## config.mk

```make
export PLATFORM = sky130hd
export DESIGN_NAME = mips_multicycle_ctrl_flat
export DESIGN_NICKNAME = d
export VERILOG_FILES = /design/src/rtl/mips_multicycle_ctrl_pkg.sv /design/src/rtl/mips_multicycle_ctrl_if.sv /design/src/rtl/mips_multicycle_ctrl_decode.sv /design/src/rtl/mips_multicycle_ctrl.sv /design/src/flat_wrapper.sv
export SDC_FILE = /design/constraint.sdc
export NUM_CORES = 1
export LEC_CHECK = 0
export CELL_PAD_IN_SITES_DETAIL_PLACEMENT = 0
export CELL_PAD_IN_SITES_GLOBAL_PLACEMENT = 1
export CORE_AREA = 2 2 57 59
export DETAILED_ROUTE_END_ITERATION = 7
export DIE_AREA = 0 0 59 61
export DONT_BUFFER_PORTS = 1
export PLACE_DENSITY = 0.9
export SYNTH_ARGS = -nofsm -noshare
export SYNTH_HDL_FRONTEND = slang
export SYNTH_HIERARCHICAL = 1
export SYNTH_SLANG_ARGS = --single-unit
```

## constraint.sdc

```tcl
create_clock -name clk -period 4.7 [get_ports clk]
set_input_delay 0.94 -clock clk [delete_from_list [all_inputs] [get_ports clk]]
set_output_delay 0.94 -clock clk [all_outputs]
set_load 0.01 [all_outputs]
```

## src/rtl/mips_multicycle_ctrl_pkg.sv

```systemverilog
// Shared encodings for the multi-cycle MIPS controller: opcodes, FSM states and datapath select codes.
// S_JAL_WB is only reachable when MIPS_CTRL_JAL_EN is defined.
package mips_ctrl_pkg;

  localparam logic [5:0] OP_RTYPE = 6'b000000;
  localparam logic [5:0] OP_J     = 6'b000010;
  localparam logic [5:0] OP_JAL   = 6'b000011;
  localparam logic [5:0] OP_BEQ   = 6'b000100;
  localparam logic [5:0] OP_BNE   = 6'b000101;
  localparam logic [5:0] OP_ADDI  = 6'b001000;
  localparam logic [5:0] OP_ADDIU = 6'b001001;
  localparam logic [5:0] OP_SLTI  = 6'b001010;
  localparam logic [5:0] OP_SLTIU = 6'b001011;
  localparam logic [5:0] OP_ANDI  = 6'b001100;
  localparam logic [5:0] OP_ORI   = 6'b001101;
  localparam logic [5:0] OP_LW    = 6'b100011;
  localparam logic [5:0] OP_SW    = 6'b101011;
  localparam logic [5:0] FN_JR    = 6'b001000;

  typedef enum logic [3:0] {
    S_FETCH    = 4'd0,
    S_DECODE   = 4'd1,
    S_MEM_ADDR = 4'd2,
    S_MEM_RD   = 4'd3,
    S_MEM_WB   = 4'd4,
    S_MEM_WR   = 4'd5,
    S_R_EXEC   = 4'd6,
    S_R_WB     = 4'd7,
    S_I_EXEC   = 4'd8,
    S_I_WB     = 4'd9,
    S_BRANCH   = 4'd10,
    S_JUMP     = 4'd11,
    S_JAL_WB   = 4'd12,
    S_HALT     = 4'd13
  } state_e;

  typedef enum logic [3:0] {
    CLS_ILLEGAL, CLS_LW, CLS_SW, CLS_RTYPE, CLS_JR,
    CLS_IALU, CLS_BEQ, CLS_BNE, CLS_J, CLS_JAL
  } instr_class_e;

  typedef enum logic [2:0] {
    ALU_ADD   = 3'b000,
    ALU_SUB   = 3'b001,
    ALU_FUNCT = 3'b010,
    ALU_AND   = 3'b100,
    ALU_OR    = 3'b101,
    ALU_SLT   = 3'b110
  } alu_op_e;

  typedef enum logic [1:0] {PCS_ALU = 2'b00, PCS_ALUOUT = 2'b01, PCS_JUMP = 2'b10, PCS_RS = 2'b11} pc_src_e;
  typedef enum logic [1:0] {SRCB_RT = 2'b00, SRCB_FOUR = 2'b01, SRCB_IMM = 2'b10, SRCB_IMM_SH2 = 2'b11} alu_src_b_e;
  typedef enum logic [1:0] {RDST_RT = 2'b00, RDST_RD = 2'b01, RDST_RA = 2'b10} reg_dst_e;
  typedef enum logic [1:0] {M2R_ALUOUT = 2'b00, M2R_MDR = 2'b01, M2R_PC = 2'b10} mem_to_reg_e;

  // ALU operation for the immediate-ALU group; unsigned variants share the signed code.
  function automatic alu_op_e ialu_op(input logic [5:0] opcode);
    case (opcode)
      OP_ANDI:          return ALU_AND;
      OP_ORI:           return ALU_OR;
      OP_SLTI, OP_SLTIU: return ALU_SLT;
      default:          return ALU_ADD;
    endcase
  endfunction

endpackage

```

## src/rtl/mips_multicycle_ctrl_if.sv

```systemverilog
// Control/status bus between the multi-cycle controller (master) and the datapath (slave).
interface mips_multicycle_ctrl_if;
  logic [5:0] opcode;
  logic [5:0] funct;
  logic       alu_zero;
  logic       mem_ready;
  logic       mem_req;
  logic       mem_we;
  logic       iord;
  logic       ir_write;
  logic       pc_write;
  logic [1:0] pc_src;
  logic       alu_src_a;
  logic [1:0] alu_src_b;
  logic [2:0] alu_op;
  logic       ext_type;
  logic [1:0] reg_dst;
  logic [1:0] mem_to_reg;
  logic       reg_write;
  logic [1:0] fault;
  logic [3:0] state;

  modport master (
    input  opcode, funct, alu_zero, mem_ready,
    output mem_req, mem_we, iord, ir_write, pc_write, pc_src, alu_src_a, alu_src_b,
           alu_op, ext_type, reg_dst, mem_to_reg, reg_write, fault, state
  );

  modport slave (
    output opcode, funct, alu_zero, mem_ready,
    input  mem_req, mem_we, iord, ir_write, pc_write, pc_src, alu_src_a, alu_src_b,
           alu_op, ext_type, reg_dst, mem_to_reg, reg_write, fault, state
  );
endinterface

```

## src/rtl/mips_multicycle_ctrl_decode.sv

```systemverilog
// Opcode/funct classifier for the multi-cycle controller, plus immediate extension type.
// Without MIPS_CTRL_JAL_EN, jal and jr classify as illegal.
module mips_ctrl_decode
  import mips_ctrl_pkg::*;
(
  input  logic [5:0]   opcode,
  input  logic [5:0]   funct,
  output instr_class_e instr_class,
  output logic         ext_type
);

  always_comb begin
    instr_class = CLS_ILLEGAL;
    ext_type    = 1'b1;
    case (opcode)
      OP_RTYPE: begin
        if (funct == FN_JR) begin
`ifdef MIPS_CTRL_JAL_EN
          instr_class = CLS_JR;
`else
          instr_class = CLS_ILLEGAL;
`endif
        end else begin
          instr_class = CLS_RTYPE;
        end
      end
      OP_LW:  instr_class = CLS_LW;
      OP_SW:  instr_class = CLS_SW;
      OP_ADDI, OP_ADDIU, OP_SLTI, OP_SLTIU: instr_class = CLS_IALU;
      // Logical immediates are zero-extended; everything else sign-extends.
      OP_ANDI, OP_ORI: begin
        instr_class = CLS_IALU;
        ext_type    = 1'b0;
      end
      OP_BEQ: instr_class = CLS_BEQ;
      OP_BNE: instr_class = CLS_BNE;
      OP_J:   instr_class = CLS_J;
      OP_JAL: begin
`ifdef MIPS_CTRL_JAL_EN
        instr_class = CLS_JAL;
`else
        instr_class = CLS_ILLEGAL;
`endif
      end
      default: instr_class = CLS_ILLEGAL;
    endcase
  end

endmodule

```

## src/rtl/mips_multicycle_ctrl.sv

```systemverilog
// Multi-cycle MIPS control FSM: sequences fetch/decode/execute/memory/writeback over one memory
// port and flags illegal opcodes and memory timeouts. jal/jr support is enabled by MIPS_CTRL_JAL_EN.
module mips_multicycle_ctrl
  import mips_ctrl_pkg::*;
#(
  parameter int MAX_WAIT = 255
) (
  input logic clk,
  input logic rst_n,
  mips_multicycle_ctrl_if.master bus
);

  localparam logic [8:0] WAIT_LIMIT = 9'(MAX_WAIT);

  state_e       state_reg, state_next;
  logic [7:0]   wait_cnt_reg, wait_cnt_next;
  logic [1:0]   fault_reg, fault_next;
  logic [8:0]   wait_inc;
  instr_class_e instr_class;
  logic         ext_type_dec;

  logic        mem_req, mem_we, iord, ir_write, pc_write, alu_src_a, ext_type, reg_write;
  pc_src_e     pc_src;
  alu_src_b_e  alu_src_b;
  alu_op_e     alu_op;
  reg_dst_e    reg_dst;
  mem_to_reg_e mem_to_reg;

  mips_ctrl_decode u_decode (
    .opcode      (bus.opcode),
    .funct       (bus.funct),
    .instr_class (instr_class),
    .ext_type    (ext_type_dec)
  );

  always_ff @(posedge clk or negedge rst_n) begin
    if (!rst_n) begin
      state_reg    <= S_FETCH;
      wait_cnt_reg <= '0;
      fault_reg    <= '0;
    end else begin
      state_reg    <= state_next;
      wait_cnt_reg <= wait_cnt_next;
      fault_reg    <= fault_next;
    end
  end

  assign wait_inc = {1'b0, wait_cnt_reg} + 9'd1;

  always_comb begin
    state_next    = state_reg;
    wait_cnt_next = wait_cnt_reg;
    fault_next    = fault_reg;
    mem_req       = 1'b0;
    mem_we        = 1'b0;
    iord          = 1'b0;
    ir_write      = 1'b0;
    pc_write      = 1'b0;
    pc_src        = PCS_ALU;
    alu_src_a     = 1'b0;
    alu_src_b     = SRCB_RT;
    alu_op        = ALU_ADD;
    ext_type      = 1'b0;
    reg_dst       = RDST_RT;
    mem_to_reg    = M2R_ALUOUT;
    reg_write     = 1'b0;

    // Outputs stay at their zero defaults while reset is asserted.
    if (rst_n) begin
      ext_type = ext_type_dec;
      case (state_reg)
        S_FETCH: begin
          mem_req   = 1'b1;
          alu_src_b = SRCB_FOUR;
          if (bus.mem_ready) begin
            ir_write   = 1'b1;
            pc_write   = 1'b1;
            state_next = S_DECODE;
          end
        end
        S_DECODE: begin
          alu_src_b = SRCB_IMM_SH2;
          case (instr_class)
            CLS_LW, CLS_SW:   state_next = S_MEM_ADDR;
            CLS_RTYPE:        state_next = S_R_EXEC;
            CLS_IALU:         state_next = S_I_EXEC;
            CLS_BEQ, CLS_BNE: state_next = S_BRANCH;
            CLS_J, CLS_JAL, CLS_JR: state_next = S_JUMP;
            default: begin
              state_next    = S_HALT;
              fault_next[0] = 1'b1;
            end
          endcase
        end
        S_MEM_ADDR: begin
          alu_src_a  = 1'b1;
          alu_src_b  = SRCB_IMM;
          state_next = (instr_class == CLS_SW) ? S_MEM_WR : S_MEM_RD;
        end
        S_MEM_RD: begin
          mem_req = 1'b1;
          iord    = 1'b1;
          if (bus.mem_ready) state_next = S_MEM_WB;
        end
        S_MEM_WR: begin
          mem_req = 1'b1;
          mem_we  = 1'b1;
          iord    = 1'b1;
          if (bus.mem_ready) state_next = S_FETCH;
        end
        S_MEM_WB: begin
          reg_write  = 1'b1;
          mem_to_reg = M2R_MDR;
          state_next = S_FETCH;
        end
        S_R_EXEC: begin
          alu_src_a  = 1'b1;
          alu_op     = ALU_FUNCT;
          state_next = S_R_WB;
        end
        S_R_WB: begin
          reg_write  = 1'b1;
          reg_dst    = RDST_RD;
          state_next = S_FETCH;
        end
        S_I_EXEC: begin
          alu_src_a  = 1'b1;
          alu_src_b  = SRCB_IMM;
          alu_op     = ialu_op(bus.opcode);
          state_next = S_I_WB;
        end
        S_I_WB: begin
          reg_write  = 1'b1;
          state_next = S_FETCH;
        end
        S_BRANCH: begin
          alu_src_a  = 1'b1;
          alu_op     = ALU_SUB;
          pc_src     = PCS_ALUOUT;
          pc_write   = (instr_class == CLS_BNE) ? !bus.alu_zero : bus.alu_zero;
          state_next = S_FETCH;
        end
        S_JUMP: begin
          pc_write   = 1'b1;
          pc_src     = (instr_class == CLS_JR) ? PCS_RS : PCS_JUMP;
`ifdef MIPS_CTRL_JAL_EN
          state_next = (instr_class == CLS_JAL) ? S_JAL_WB : S_FETCH;
`else
          state_next = S_FETCH;
`endif
        end
`ifdef MIPS_CTRL_JAL_EN
        S_JAL_WB: begin
          reg_write  = 1'b1;
          reg_dst    = RDST_RA;
          mem_to_reg = M2R_PC;
          state_next = S_FETCH;
        end
`endif
        S_HALT:  state_next = S_HALT;
        default: state_next = S_HALT;
      endcase
    end

    // A stalled request counts toward the timeout; completion clears the count.
    if (mem_req && !bus.mem_ready) begin
      wait_cnt_next = wait_inc[7:0];
      if (wait_inc >= WAIT_LIMIT) begin
        state_next    = S_HALT;
        fault_next[1] = 1'b1;
      end
    end else if (mem_req) begin
      wait_cnt_next = '0;
    end
  end

  assign bus.mem_req    = mem_req;
  assign bus.mem_we     = mem_we;
  assign bus.iord       = iord;
  assign bus.ir_write   = ir_write;
  assign bus.pc_write   = pc_write;
  assign bus.pc_src     = pc_src;
  assign bus.alu_src_a  = alu_src_a;
  assign bus.alu_src_b  = alu_src_b;
  assign bus.alu_op     = alu_op;
  assign bus.ext_type   = ext_type;
  assign bus.reg_dst    = reg_dst;
  assign bus.mem_to_reg = mem_to_reg;
  assign bus.reg_write  = reg_write;
  assign bus.fault      = fault_reg;
  assign bus.state      = state_reg;

endmodule
```

## src/flat_wrapper.sv

```systemverilog
// flat-port wrapper written by rule: the top's interface ports become plain ports
module mips_multicycle_ctrl_flat import mips_ctrl_pkg::*;
#(
  parameter int MAX_WAIT = 255
)
  (clk, rst_n, bus_opcode, bus_funct, bus_alu_zero, bus_mem_ready, bus_mem_req, bus_mem_we, bus_iord, bus_ir_write, bus_pc_write, bus_pc_src, bus_alu_src_a, bus_alu_src_b, bus_alu_op, bus_ext_type, bus_reg_dst, bus_mem_to_reg, bus_reg_write, bus_fault, bus_state);
  mips_multicycle_ctrl_if bus_i ();
  input logic clk;
  input logic rst_n;
  input wire logic [$bits(bus_i.opcode)-1:0] bus_opcode;
  input wire logic [$bits(bus_i.funct)-1:0] bus_funct;
  input wire logic [$bits(bus_i.alu_zero)-1:0] bus_alu_zero;
  input wire logic [$bits(bus_i.mem_ready)-1:0] bus_mem_ready;
  output wire logic [$bits(bus_i.mem_req)-1:0] bus_mem_req;
  output wire logic [$bits(bus_i.mem_we)-1:0] bus_mem_we;
  output wire logic [$bits(bus_i.iord)-1:0] bus_iord;
  output wire logic [$bits(bus_i.ir_write)-1:0] bus_ir_write;
  output wire logic [$bits(bus_i.pc_write)-1:0] bus_pc_write;
  output wire logic [$bits(bus_i.pc_src)-1:0] bus_pc_src;
  output wire logic [$bits(bus_i.alu_src_a)-1:0] bus_alu_src_a;
  output wire logic [$bits(bus_i.alu_src_b)-1:0] bus_alu_src_b;
  output wire logic [$bits(bus_i.alu_op)-1:0] bus_alu_op;
  output wire logic [$bits(bus_i.ext_type)-1:0] bus_ext_type;
  output wire logic [$bits(bus_i.reg_dst)-1:0] bus_reg_dst;
  output wire logic [$bits(bus_i.mem_to_reg)-1:0] bus_mem_to_reg;
  output wire logic [$bits(bus_i.reg_write)-1:0] bus_reg_write;
  output wire logic [$bits(bus_i.fault)-1:0] bus_fault;
  output wire logic [$bits(bus_i.state)-1:0] bus_state;
  assign bus_i.opcode = bus_opcode;
  assign bus_i.funct = bus_funct;
  assign bus_i.alu_zero = bus_alu_zero;
  assign bus_i.mem_ready = bus_mem_ready;
  assign bus_mem_req = bus_i.mem_req;
  assign bus_mem_we = bus_i.mem_we;
  assign bus_iord = bus_i.iord;
  assign bus_ir_write = bus_i.ir_write;
  assign bus_pc_write = bus_i.pc_write;
  assign bus_pc_src = bus_i.pc_src;
  assign bus_alu_src_a = bus_i.alu_src_a;
  assign bus_alu_src_b = bus_i.alu_src_b;
  assign bus_alu_op = bus_i.alu_op;
  assign bus_ext_type = bus_i.ext_type;
  assign bus_reg_dst = bus_i.reg_dst;
  assign bus_mem_to_reg = bus_i.mem_to_reg;
  assign bus_reg_write = bus_i.reg_write;
  assign bus_fault = bus_i.fault;
  assign bus_state = bus_i.state;
  mips_multicycle_ctrl #(.MAX_WAIT(MAX_WAIT)) u_core (.clk(clk), .rst_n(rst_n), .bus(bus_i));
endmodule
```

==> metrics <==
Area growth, synth to finish=-0.180%; Die Height=61 um; CP Buf/Inv Count=0; initial antenna violation count=0; Distinct cells, synth=47; Initial DRC Count=72; number of global-route vias before repair=1137; Post-Syn Area=1390 um2; clock root buffer master=clkbuf_4; startpoint types=input pin; CTS tree=yes; Skew-Pair Late Insertion Delay=0.29 ns; detailed-route vias per instance=6.15; kind of critical path=input pin to primary output; routed wire length=3260 um; worst-margin pin slew=0.858 ns; Gate Count Post-Synth=189; Max-cap violations=0; Synth area leader=dfrtp_1; DRC Markers=0; Worst-path clk slew=0.09 ns; relative slew slack=0.413; register area share after synthesis=0.253; routability cong.=0.883; PortBufs=0; ANT cells=0; Area contributors post-synth=dfrtp_1 25%, nor2_1 5.7%, nand2_1 5.4%; #FFs+latches synth=14; CTS Buf Count=3; outcome=completed; Post-synth EDFFs=0; max reg flops=8; # setup viols final=0; first-pass GRT wire length=5280 um; commonest cells after routing, fill and taps aside=21 x nor2_1, 20 x nand2_1, 14 x dfrtp_1; crit-path cells=or4_4 > a211o_1 > o22ai_1 > nand4b_1 > xnor2_1 > o211ai_1 > a21oi_1; HPWL Detailed=2300 um; Crit. End Element=primary output; combinational power share=0.439; worst hold path class=input pin to async pin; layout cells sized above 1=0.0722; drt pass-1 iters=4; CP max FO=7; max-slew violation count=0; fin crit share=0.825; fin crit period=3.88 ns; Ports=41; hold slack=0.334 ns; clock network fraction of design power=0.139; largest net degree at the start of global routing=24; gr usage total=0.190; Yosys Warn Count=6; cts hold-fix bufs=0; routed len/inst=15.3 um; setup bufs post-CTS=0; WP data required=3.76 ns; post-layout util=0.468; Inst Count DP=209; Synth Area per Inst=7.33 um2; Core Area=2950 um2; most common cell after layout, fill and taps aside=nor2_1; via count=1311; Arr. time, crit path=2.94 ns; switching share of total power=0.480; R2R Setup Slk=2.52 ns; PwrDens=459 nW/um2; critical path's top delay family=compound AO/OA/AOI/OAI gates; Design Power=634 uW; fillers=308; CTS max path bufs=2; Sink Count=14; Post-synth top flop=dfrtp_1; row count=20; top cell type's share of synthesized area=0.253; Critical-path top delay cell=or4_4; GRT Residual Overflow=0; RSZ-0062 raised after global routing=no; ys async rst share=1.00; Peak Freq=0.258 GHz; Finished Layout Cells=213; maximum vdd drop=0.000258 V; Sw Pwr=304 uW; setup tns final=0 ns; Crit path largest cell delay=0.53 ns; fin nets=199; chip width=59 um; DIE AREA=3600 um2; Resized Gates After CTS=0; Final Hold Viols=0; Power Internal=330 uW; sequential share of power=0.422; leak pwr=0.000536 uW; H-Tree Depth=1; effective utilization at floorplan=0.469; clk_skew=0.00637 ns; Post-DRT Antenna Nets=0
-- cell usage after synthesis, types with 2 or more instances --
master / count
nand4b_1: 3
o21ai_0: 12
o22ai_1: 3
clkbuf_1: 8
buf_6: 3
xnor2_1: 4
o21bai_1: 2
nor3b_1: 2
o32ai_1: 2
a31oi_1: 2
nand2_1: 20
a211o_1: 2
nor4_1: 4
nor4b_1: 2
nand3_1: 7
inv_1: 12
a32oi_1: 2
buf_4: 3
a21o_1: 2
nand2b_1: 5
or3_1: 2
nor2_1: 21
a22oi_1: 2
a21oi_1: 9
and4b_1: 2
or2_2: 3
nor2b_1: 6
nor3_1: 8
ha_1: 2
dfrtp_1: 14
a221o_1: 4
-- power by group through the flow --
stage | clock [uW] | combinational [uW] | sequential, uW
after floorplan | 0 | 297 | 211
after global placement | 0 | 265 | 268
after detailed placement | 0 | 273 | 271
after CTS | 91.3 | 276 | 268
after global routing | 96.1 | 311 | 281
final | 88.4 | 278 | 267
-- metrics by stage --
stage	instance area (um2)	setup WS (ns)
floorplan	1390	1.07
global placement	1350	0.896
detailed placement	1350	0.842
CTS	1380	0.836
global route	1380	0.642
finish	1380	0.822
-- per-layer routing --
layer,part of all wire,global-route usage
met1,0.46,0.241
met2,0.50,0.335
met3,0.039,0.0384
met4,0,0.0390
met5,0,0
-- kinds of logic (layout without fill, tap and decap cells) --
family	Yosys count	in the layout	synth area share
and+or+nand+nor	92	92	0.356
AOI/OAI and AO/OA	48	48	0.235
buffers and inverters	27	17	0.0985
DFF	14	14	0.253
xor gates and xnor gates	5	5	0.0370
adders and majority gates	2	2	0.0181
other	1	2	0.00271
-- worst reg2reg max path, delay by kind of cell, from the launching register on --
family	cells	cell delay, ns
flip-flops	1	0.78
AND/OR/NAND/NOR	2	0.59
XOR/XNOR	1	0.15
AO/OA/AOI/OAI	2	0.32
buffers and inverters	1	0.21
-- worst paths after layout --
kind	start	endpoint	depth (start not counted)
worst max-delay path	bus_opcode[4]	bus_pc_write	7
min in group clk	u_core/bus.fault[0]	u_core/bus.fault[0]	1
worst max register to register	u_core/bus.state[1]	u_core/wait_cnt_reg[2]	6
worst min register to register	u_core/bus.fault[0]	u_core/bus.fault[0]	1
worst min-delay path	rst_n	u_core/wait_cnt_reg[2]	0
max in group asynchronous	rst_n	u_core/bus.state[3]	0
-- final cells by class --
class | instances | area [um2] | area share
inverter | 12 | 45.0 | 0.0326
clock buffer | 4 | 36.3 | 0.0262
tap | 33 | 41.3 | 0.0299
sequential | 14 | 350 | 0.253
timing repair buffer | 1 | 7.51 | 0.00543
multi-input combinational | 149 | 902 | 0.652
(Power assumes the default switching activity.)
